[config.mk]
export PLATFORM = sky130hd
export DESIGN_NAME = bornes_d_vers_bcd_seq_flat
export DESIGN_NICKNAME = d
export VERILOG_FILES = /design/src/rtl/bornes_d_vers_bcd_seq_if.sv /design/src/rtl/bornes_d_vers_bcd_seq.sv /design/src/flat_wrapper.sv
export SDC_FILE = /design/constraint.sdc
export NUM_CORES = 1
export LEC_CHECK = 0
export ABC_AREA = 1
export CAP_MARGIN = 20
export CORE_MARGIN = 4
export CORE_UTILIZATION = 35
export DETAILED_ROUTE_END_ITERATION = 10
export GPL_ROUTABILITY_DRIVEN = 1
export PLACE_DENSITY_LB_ADDON = 0.3
export SYNTH_ARGS = -nofsm -noshare
export SYNTH_HDL_FRONTEND = slang
export SYNTH_SLANG_ARGS = --single-unit
[constraint.sdc]
create_clock -name clk -period 2.19 [get_ports clk]
set_clock_uncertainty 0.05 [all_clocks]
set_input_delay 0.219 -clock clk [delete_from_list [all_inputs] [get_ports clk]]
set_output_delay 0.219 -clock clk [all_outputs]
set_load 0.02 [all_outputs]
[src/rtl/bornes_d_vers_bcd_seq_if.sv]
// Request/result bundle between the bounds-selection logic and the
// die-type-to-BCD converter.
interface bornes_d_vers_bcd_seq_if #(
    parameter int unsigned W_IN     = 7,
    parameter int unsigned N_DIGITS = 3
);
    logic                    start;
    logic [W_IN-1:0]         d_min;
    logic [W_IN-1:0]         d_max;
    logic                    busy;
    logic                    done;
    logic                    err;
    logic [4*N_DIGITS-1:0]   bcd;
    logic [N_DIGITS-1:0]     en;

    modport master (
        output start, d_min, d_max,
        input  busy, done, err, bcd, en
    );

    modport slave (
        input  start, d_min, d_max,
        output busy, done, err, bcd, en
    );
endinterface

[src/rtl/bornes_d_vers_bcd_seq.sv]
// Die bounds to display digits: die type = d_max + 1 - d_min, converted to BCD
// by serial double-dabble, with leading-zero blanking enables and error flag.
module bornes_d_vers_bcd_seq #(
    parameter int unsigned W_IN     = 7,
    parameter int unsigned N_DIGITS = 3
) (
    input  logic                     clk,
    input  logic                     rst_n,
    bornes_d_vers_bcd_seq_if.slave   bus
);
    localparam int unsigned RW = W_IN + 1;
    localparam int unsigned BW = 4 * N_DIGITS;
    localparam int unsigned CW = $clog2(RW + 1);

    typedef enum logic [1:0] {IDLE, CALC, SHIFT, FIN} state_t;

    state_t          state_q, state_d;
    logic [W_IN-1:0] dmin_q, dmin_d;
    logic [W_IN-1:0] dmax_q, dmax_d;
    logic [RW-1:0]   range_q, range_d;
    logic [BW-1:0]   sh_q, sh_d;
    logic [CW-1:0]   cnt_q, cnt_d;
    logic            flag_q, flag_d;
    logic            busy_q, busy_d;
    logic            done_q, done_d;
    logic            err_q, err_d;
    logic [BW-1:0]   bcd_q, bcd_d;
    logic [N_DIGITS-1:0] en_q, en_d;

    logic [BW-1:0]       adj;
    logic [N_DIGITS-1:0] en_calc;
    logic                last_iter;

    assign last_iter = (cnt_q == CW'(RW - 1));

    always_ff @(posedge clk or negedge rst_n) begin
        if (!rst_n) begin
            state_q <= IDLE;
            dmin_q  <= '0;
            dmax_q  <= '0;
            range_q <= '0;
            sh_q    <= '0;
            cnt_q   <= '0;
            flag_q  <= 1'b0;
            busy_q  <= 1'b0;
            done_q  <= 1'b0;
            err_q   <= 1'b0;
            bcd_q   <= '0;
            en_q    <= '0;
        end else begin
            state_q <= state_d;
            dmin_q  <= dmin_d;
            dmax_q  <= dmax_d;
            range_q <= range_d;
            sh_q    <= sh_d;
            cnt_q   <= cnt_d;
            flag_q  <= flag_d;
            busy_q  <= busy_d;
            done_q  <= done_d;
            err_q   <= err_d;
            bcd_q   <= bcd_d;
            en_q    <= en_d;
        end
    end

    always_comb begin
        state_d = state_q;
        case (state_q)
            IDLE:    if (bus.start) state_d = CALC;
            CALC:    state_d = SHIFT;
            SHIFT:   if (last_iter) state_d = FIN;
            FIN:     state_d = IDLE;
            default: state_d = IDLE;
        endcase
    end

    // Double-dabble correction: any nibble >= 5 gets +3 before the shift.
    always_comb begin
        adj = sh_q;
        for (int unsigned i = 0; i < N_DIGITS; i++) begin
            if (sh_q[4*i +: 4] >= 4'd5)
                adj[4*i +: 4] = sh_q[4*i +: 4] + 4'd3;
        end
    end

    // Digit i is shown when it or any more significant digit is nonzero.
    always_comb begin
        en_calc    = '0;
        en_calc[0] = 1'b1;
        for (int unsigned i = 1; i < N_DIGITS; i++)
            en_calc[i] = |(sh_q >> (4 * i));
    end

    always_comb begin
        dmin_d  = dmin_q;
        dmax_d  = dmax_q;
        range_d = range_q;
        sh_d    = sh_q;
        cnt_d   = cnt_q;
        flag_d  = flag_q;
        busy_d  = busy_q;
        done_d  = 1'b0;
        err_d   = err_q;
        bcd_d   = bcd_q;
        en_d    = en_q;
        case (state_q)
            IDLE: begin
                if (bus.start) begin
                    dmin_d = bus.d_min;
                    dmax_d = bus.d_max;
                    busy_d = 1'b1;
                end
            end
            CALC: begin
                range_d = ({1'b0, dmax_q} + RW'(1)) - {1'b0, dmin_q};
                flag_d  = (dmin_q > dmax_q);
                sh_d    = '0;
                cnt_d   = '0;
            end
            SHIFT: begin
                sh_d    = {adj[BW-2:0], range_q[RW-1]};
                range_d = {range_q[RW-2:0], 1'b0};
                cnt_d   = cnt_q + CW'(1);
            end
            FIN: begin
                done_d = 1'b1;
                busy_d = 1'b0;
                err_d  = flag_q;
                bcd_d  = flag_q ? '0 : sh_q;
                en_d   = flag_q ? '0 : en_calc;
            end
            default: ;
        endcase
    end

    assign bus.busy = busy_q;
    assign bus.done = done_q;
    assign bus.err  = err_q;
    assign bus.bcd  = bcd_q;
    assign bus.en   = en_q;
endmodule

[src/flat_wrapper.sv]
// flat-port wrapper written by rule: the top's interface ports become plain ports
module bornes_d_vers_bcd_seq_flat 
#(
    parameter int unsigned W_IN     = 7,
    parameter int unsigned N_DIGITS = 3
)
  (clk, rst_n, bus_start, bus_d_min, bus_d_max, bus_busy, bus_done, bus_err, bus_bcd, bus_en);
  bornes_d_vers_bcd_seq_if #(.W_IN(W_IN), .N_DIGITS(N_DIGITS)) bus_i ();
  input  logic clk;
  input  logic rst_n;
  input wire logic [$bits(bus_i.start)-1:0] bus_start;
  input wire logic [$bits(bus_i.d_min)-1:0] bus_d_min;
  input wire logic [$bits(bus_i.d_max)-1:0] bus_d_max;
  output wire logic [$bits(bus_i.busy)-1:0] bus_busy;
  output wire logic [$bits(bus_i.done)-1:0] bus_done;
  output wire logic [$bits(bus_i.err)-1:0] bus_err;
  output wire logic [$bits(bus_i.bcd)-1:0] bus_bcd;
  output wire logic [$bits(bus_i.en)-1:0] bus_en;
  assign bus_i.start = bus_start;
  assign bus_i.d_min = bus_d_min;
  assign bus_i.d_max = bus_d_max;
  assign bus_busy = bus_i.busy;
  assign bus_done = bus_i.done;
  assign bus_err = bus_i.err;
  assign bus_bcd = bus_i.bcd;
  assign bus_en = bus_i.en;
  bornes_d_vers_bcd_seq #(.W_IN(W_IN), .N_DIGITS(N_DIGITS)) u_core (.clk(clk), .rst_n(rst_n), .bus(bus_i));
endmodule
### Word-level counts from Yosys, hierarchy flattened

Index checks and enable logic that the tools add are counted.

| operators by class | value |
|---|---|
| add/subtract/negate cells | 6 |
| magnitude comparators | 4 |
| equal/unequal tests | 6 |
| muxes and demuxes | 14 |
| reductions and logical operators | 8 |

Operators with widths:

| kind | number |
|---|---|
| one-hot mux 12 bit (2 select lines) | 1 |
| one-hot mux 8 bit (2 select lines) | 1 |
| greater-or-equal comparator 4 x 3 -> 1 bit (second input constant) | 3 |
| two-way mux 12 bit | 1 |
| adder 4 x 2 -> 4 bit (second input constant) | 2 |
| adder 7 x 1 -> 8 bit (second input constant) | 1 |
| two-way mux 4 bit | 2 |
| one-hot mux 2 bit (4 select lines) | 1 |
| one-hot mux 4 bit (2 select lines) | 1 |
| OR reduction 8 bit | 1 |
| subtractor 8 x 7 -> 8 bit | 1 |
| greater-than comparator 7 bit | 1 |
| two-way mux 3 bit | 2 |
| AND reduction 2 bit | 3 |
| adder 4 x 1 -> 4 bit (second input constant) | 1 |
| equality test 2 bit (second input constant) | 2 |
| equality test 4 x 3 -> 1 bit (second input constant) | 1 |
| two-way mux 2 bit | 2 |
| nonzero test 2 bit | 2 |
| OR reduction 4 bit | 1 |
| adder 3 x 2 -> 3 bit (second input constant) | 1 |
| equality test 2 x 1 -> 1 bit (second input constant) | 1 |
| logical NOT 2 bit | 1 |
| two-way mux 1 bit | 2 |
| 3 further kinds | 3 |

| storage, ports and cells | value |
|---|---|
| flip-flop bits (word level) | 59 |
| output and inout bits | 18 |
| word-level logic and storage cells | 50 |

### Logic depth before layout (Yosys ltp)

| depth | value |
|---|---|
| word-level depth | 3 |
| mapped depth | 14 |
| gate-level depth less buffers | 14 |

### Worst setup path after synthesis

Ideal clock, no wire load.

| timing | value |
|---|---|
| path type | register -> register |
| start | register u_core.dmax_q[1] |
| end | register u_core.range_q[7] |
| data arrival time | 1780 ps |
| setup slack | 243 ps |
| stages on the path, launching flop included | 15 |
| period minus slack after synthesis | 1947 ps |
| cell sequence | dfrtp_1 > inv_1 > ha_1 > inv_1 > ha_1 > inv_1 > fa_1 > inv_1 > nand3_1 > nand2_1 > nand3_1 > nand2_1 > nand2_1 > nand3_1 > nand2_1 |

| between the ends | value |
|---|---|
| word-level cells in the longest chain between the ends | 3 |

Ends and longest elaborated chain:

| item | line | RTL |
|---|---|---|
| start: declaration | bornes_d_vers_bcd_seq.sv:19 | `logic [W_IN-1:0] dmax_q, dmax_d;` |
| start signal: assignment | bornes_d_vers_bcd_seq.sv:53 | `dmax_q <= dmax_d;` |
| adder 7 x 1 -> 8 bit | bornes_d_vers_bcd_seq.sv:115 | `range_d = ({1'b0, dmax_q} + RW'(1)) - {1'b0, dmin_q};` |
| subtractor 8 x 7 -> 8 bit | bornes_d_vers_bcd_seq.sv:115 |  |
| one-hot mux 8 bit (2 select lines) | bornes_d_vers_bcd_seq.sv:106 | `case (state_q)` |
| end signal: assignment | bornes_d_vers_bcd_seq.sv:54 | `range_q <= range_d;` |
| end: declaration | bornes_d_vers_bcd_seq.sv:20 | `logic [RW-1:0] range_q, range_d;` |

Every way passes these cells.
A chain may end at the register's enable or synchronous reset.

### Final worst setup path

| timing | value |
|---|---|
| start | register u_core.dmin_q[1] |
| end | register u_core.range_q[7] |

| between the ends | value |
|---|---|
| word-level cells in the longest chain between the ends | 2 |

Ends and longest elaborated chain:

| item | line | RTL |
|---|---|---|
| start: declaration | bornes_d_vers_bcd_seq.sv:18 | `logic [W_IN-1:0] dmin_q, dmin_d;` |
| start signal: assignment | bornes_d_vers_bcd_seq.sv:52 | `dmin_q <= dmin_d;` |
| subtractor 8 x 7 -> 8 bit | bornes_d_vers_bcd_seq.sv:115 |  |
| one-hot mux 8 bit (2 select lines) | bornes_d_vers_bcd_seq.sv:106 |  |

Every way passes these cells.

==> key figures <==
Run status
  • Result of the run: complete, no violations

Die
  • Initial cell density of the core: 36.0%
  • Die X: 103 um
  • Core region area: 0.00876 mm^2
  • Cell row count: 34
  • Floorplan die area: 0.0106 mm^2
  • Die outline height: 103 um
  • Boundary pin count: 35

Clocking
  • Count of H-tree levels built during CTS: 3
  • Source-to-sink clock delay at the later pin of the worst-skew pair: 330 ps
  • Clock Root Buffer: sky130_fd_sc_hd__clkbuf_8
  • CTS tree: yes
  • CTS sink count: 59
  • Clock Pin Slew Worst Setup and Hold Paths: 60 ps
  • Max Root-Sink Buffers: 2
  • CTS Buf Count: 9

Global route
  • Global-route wire length before repair: 10600 um
  • Largest net degree at the start of global routing: 35
  • Overall Global Routing Usage: 12.5%
  • Initial antenna violation count: 0
  • Number of global-route vias before repair: 2369
  • Grt total ovfl: 0

Placement
  • Setup slack after placement: 57.0 ps
  • I/O Buffers: 34
  • Gp weighted congestion: 0.756
  • Placed Instances: 494
  • Placed inst area: 0.00359 mm^2
  • HPWL after detailed placement: 4540 um

Setup path
  • Register-to-Register Setup Slack: 210 ps
  • Standard cell with the maximum stage delay on the critical path: sky130_fd_sc_hd__dfrtp_1
  • Largest stage delay on the critical path: 400 ps
  • Critical setup path kind: reg2reg
  • Cell breakdown of the critical path: ha_1, inv_2, ha_4, inv_1, fa_2, inv_2, nand3_2, nand2_2, nand3_2, nand2_1, nand2_1, nand3_1, nand2_1
  • Most repeated library cell on the critical path: sky130_fd_sc_hd__nand2_1
  • Count of buffer and inverter cells on the critical path: 3
  • Worst-path fanout max: 3
  • Critical path startpoint category: flip-flop
  • R2R Path End: u_core.range_q[7]
  • Register-to-Register Path Depth: 13
  • Cell family with most CP delay: adder cells
  • Crit end category: flip-flop
  • Required time worst endpoint: 2360 ps
  • Signal arrival time at the worst endpoint: 2150 ps
  • Reg-to-reg startpoint: u_core.dmin_q[1]

Timing
  • Tightest slew margin relative to the limit: 59.6%
  • Worst Max-Slew Pin Slew: 606 ps
  • Final count of hold timing violations: 0
  • Worst hold slack after final layout: 372 ps
  • Total negative setup slack: 0 ps
  • # setup viols final: 0
  • FMAX: 504 MHz
  • Final Cycle Share: 90.6%
  • Smallest setup slack after layout: 206 ps
  • Number of pins exceeding their max-slew limit in the final report: 0
  • Post-layout minimum cycle time: 1980 ps
  • Setup repair after global routing missed its margin: false

Logic synthesis
  • Multiplexer share of the synthesized area: 0%
  • Number of synthesized register bits: 59
  • EDFF count, synth: 0
  • Most used flip-flop cell after synthesis: sky130_fd_sc_hd__dfrtp_1
  • Post-synthesis xor/xnor area fraction: 1.11%
  • Fraction of synthesized cell area taken by the top area cell type: 46.8%
  • Cell count after synthesis: 357
  • Post-synthesis compound-gate area fraction: 14.8%
  • Cell type with the highest aggregate area in the netlist: sky130_fd_sc_hd__dfrtp_1
  • Fraction of registers with async set or reset after synthesis: 100%
  • Synth Area in Simple Gates: 15.8%
  • Top cells by area, synth: sky130_fd_sc_hd__dfrtp_1 47%, sky130_fd_sc_hd__ha_1 12%, sky130_fd_sc_hd__nand2_1 9.9%, sky130_fd_sc_hd__o21ai_0 7.9%, sky130_fd_sc_hd__inv_1 5.9%
  • Portion of the post-synthesis area used by sequential elements: 46.8%
  • Synth warnings: 0
  • Mean instance size in the synthesized netlist: 8.84 um^2
  • Fraction of the mapped netlist area in adder cells: 12.5%
  • Main combinational cell family by area after synthesis: simple AND/OR/NAND/NOR gates
  • Number of different library cells in the post-synthesis netlist: 31
  • Cell area after synthesis: 0.00316 mm^2
  • Synthesized netlist net count: 405

Pwr
  • Part of the power in the clock network: 18.8%
  • Sw Pwr: 2.29 mW
  • Internal power: 3.02 mW
  • Peak supply drop: 648 uV
  • Switching fraction of total power: 43.1%
  • Combinational share of power: 51.0%
  • Share of total power in sequential cells: 30.2%
  • Total chip power: 5.31 mW
  • Power density normalized to cell area: 1390 mW/mm^2
  • Static power due to leakage: 1.84 nW

Layout
  • Number of nets in the layout: 446
  • Layout cell share with drive strength beyond 1: 11.4%
  • Finished layout cell area: 0.00383 mm^2
  • P&R area growth vs syn: 21.4%
  • Commonest non-fill, non-tap cell in the layout: sky130_fd_sc_hd__nand2_1
  • Antenna diode instance count: 0
  • Utilization after layout: 43.7%
  • Top library cells by usage in the layout, fill and taps aside: 82 x sky130_fd_sc_hd__nand2_1, 59 x sky130_fd_sc_hd__dfrtp_1, 50 x sky130_fd_sc_hd__o21ai_0, 47 x sky130_fd_sc_hd__inv_1, 33 x sky130_fd_sc_hd__clkdlybuf4s50_1
  • Number of standard cells in the layout, taps in and fillers out: 510
  • Filler cells: 898

Routing
  • Pre-antenna DRT Iters: 4
  • Antenna violation net count after detailed routing: 0
  • Count of vias placed by the detailed router: 2370
  • Number of vias per cell after detailed routing: 4.65
  • Wire per inst: 11.9 um
  • Number of DRC markers in iteration 0: 40
  • Post-detailed-route DRC marker count: 0
  • Post-Route WL: 6050 um

Worst hold path
  • Worst min-delay path class: in2reg
  • Worst Hold Path Cells: 3
  • Hold Crit Start: bus_d_max[0]
  • Hold-critical path endpoint: u_core.dmax_q[0]

Job
  • Maximum capacitance violations: 0
## sequential cells by signal (all words and copies together), names as in the netlist
name and count:
u_core.bus.bcd 12, u_core.bus.busy 1, u_core.bus.done 1, u_core.bus.en 3, u_core.bus.err 1, u_core.cnt_q 4, u_core.dmax_q 7, u_core.dmin_q 7
u_core.flag_q 1, u_core.range_q 8, u_core.sh_q 12, u_core.state_q 2
## tightest hold or removal path, cell delays in order
cell,delay (ps)
sky130_fd_sc_hd__clkdlybuf4s50_1,390
sky130_fd_sc_hd__nand2_1,60
sky130_fd_sc_hd__nand2_1,40
## layer usage
metal / vias to the layer above / GRT usage (%) / share of wire [%]
li1: 1230 / - / -
met1: 1089 / 15.4 / 47
met2: 44 / 21.4 / 47
met3: 7 / 4.06 / 5.1
met4: 0 / 2.99 / 0.83
met5: - / 0 / 0
## power groups by stage
stage	sequential (mW)	clock, mW	combinational, mW
floorplan	1.64	0	2.00
global placement	1.60	0	2.56
detailed placement	1.62	0	2.64
CTS	1.61	1.04	2.67
global route	1.64	1.08	3.15
finish	1.60	0.999	2.70
## how the worst max path moves through the flow
stage / to / start / cells past startpoint
2_1_floorplan: u_core.range_q[7] / u_core.dmax_q[1] / 14
3_3_place_gp: u_core.range_q[7] / u_core.dmax_q[1] / 14
3_5_place_dp: u_core.range_q[7] / u_core.dmax_q[1] / 14
4_1_cts: u_core.range_q[7] / u_core.dmax_q[1] / 14
5_1_grt: u_core.range_q[7] / u_core.dmax_q[1] / 14
6_report: u_core.range_q[7] / u_core.dmin_q[1] / 13
## synthesized netlist by cell type (7+ instances only)
library cell / instances
sky130_fd_sc_hd__a21oi_1: 16
sky130_fd_sc_hd__dfrtp_1: 59
sky130_fd_sc_hd__ha_1: 30
sky130_fd_sc_hd__inv_1: 50
sky130_fd_sc_hd__inv_2: 7
sky130_fd_sc_hd__nand2_1: 83
sky130_fd_sc_hd__nand3_1: 11
sky130_fd_sc_hd__nor2_1: 9
sky130_fd_sc_hd__o21ai_0: 50
## cell families after synthesis
family / after synthesis
fa+ha+maj: 31
xor+xnor: 4
flops: 59
buf+inv: 65
compound gates: 83
simple gates: 115
## layout make-up
class | instances | area, um^2 | area share (%)
Clock inverter | 4 | 50.0 | 1.31
Clock buffer | 11 | 151 | 3.95
Timing Repair Buffer | 37 | 373 | 9.74
Tap cell | 108 | 135 | 3.53
Sequential cell | 59 | 1480 | 38.5
Multi-Input combinational cell | 233 | 1420 | 37.2
Inverter | 58 | 220 | 5.75
## timing repair
item                                    4_1_cts  5_1_grt
hold buffers                                  1        0
setup buffers                                 0        0
hold endpoints to repair                     25        0
endpoints found under the setup margin        0        2
gates resized for setup                       0        9
Power figures use the tool's default switching activity.
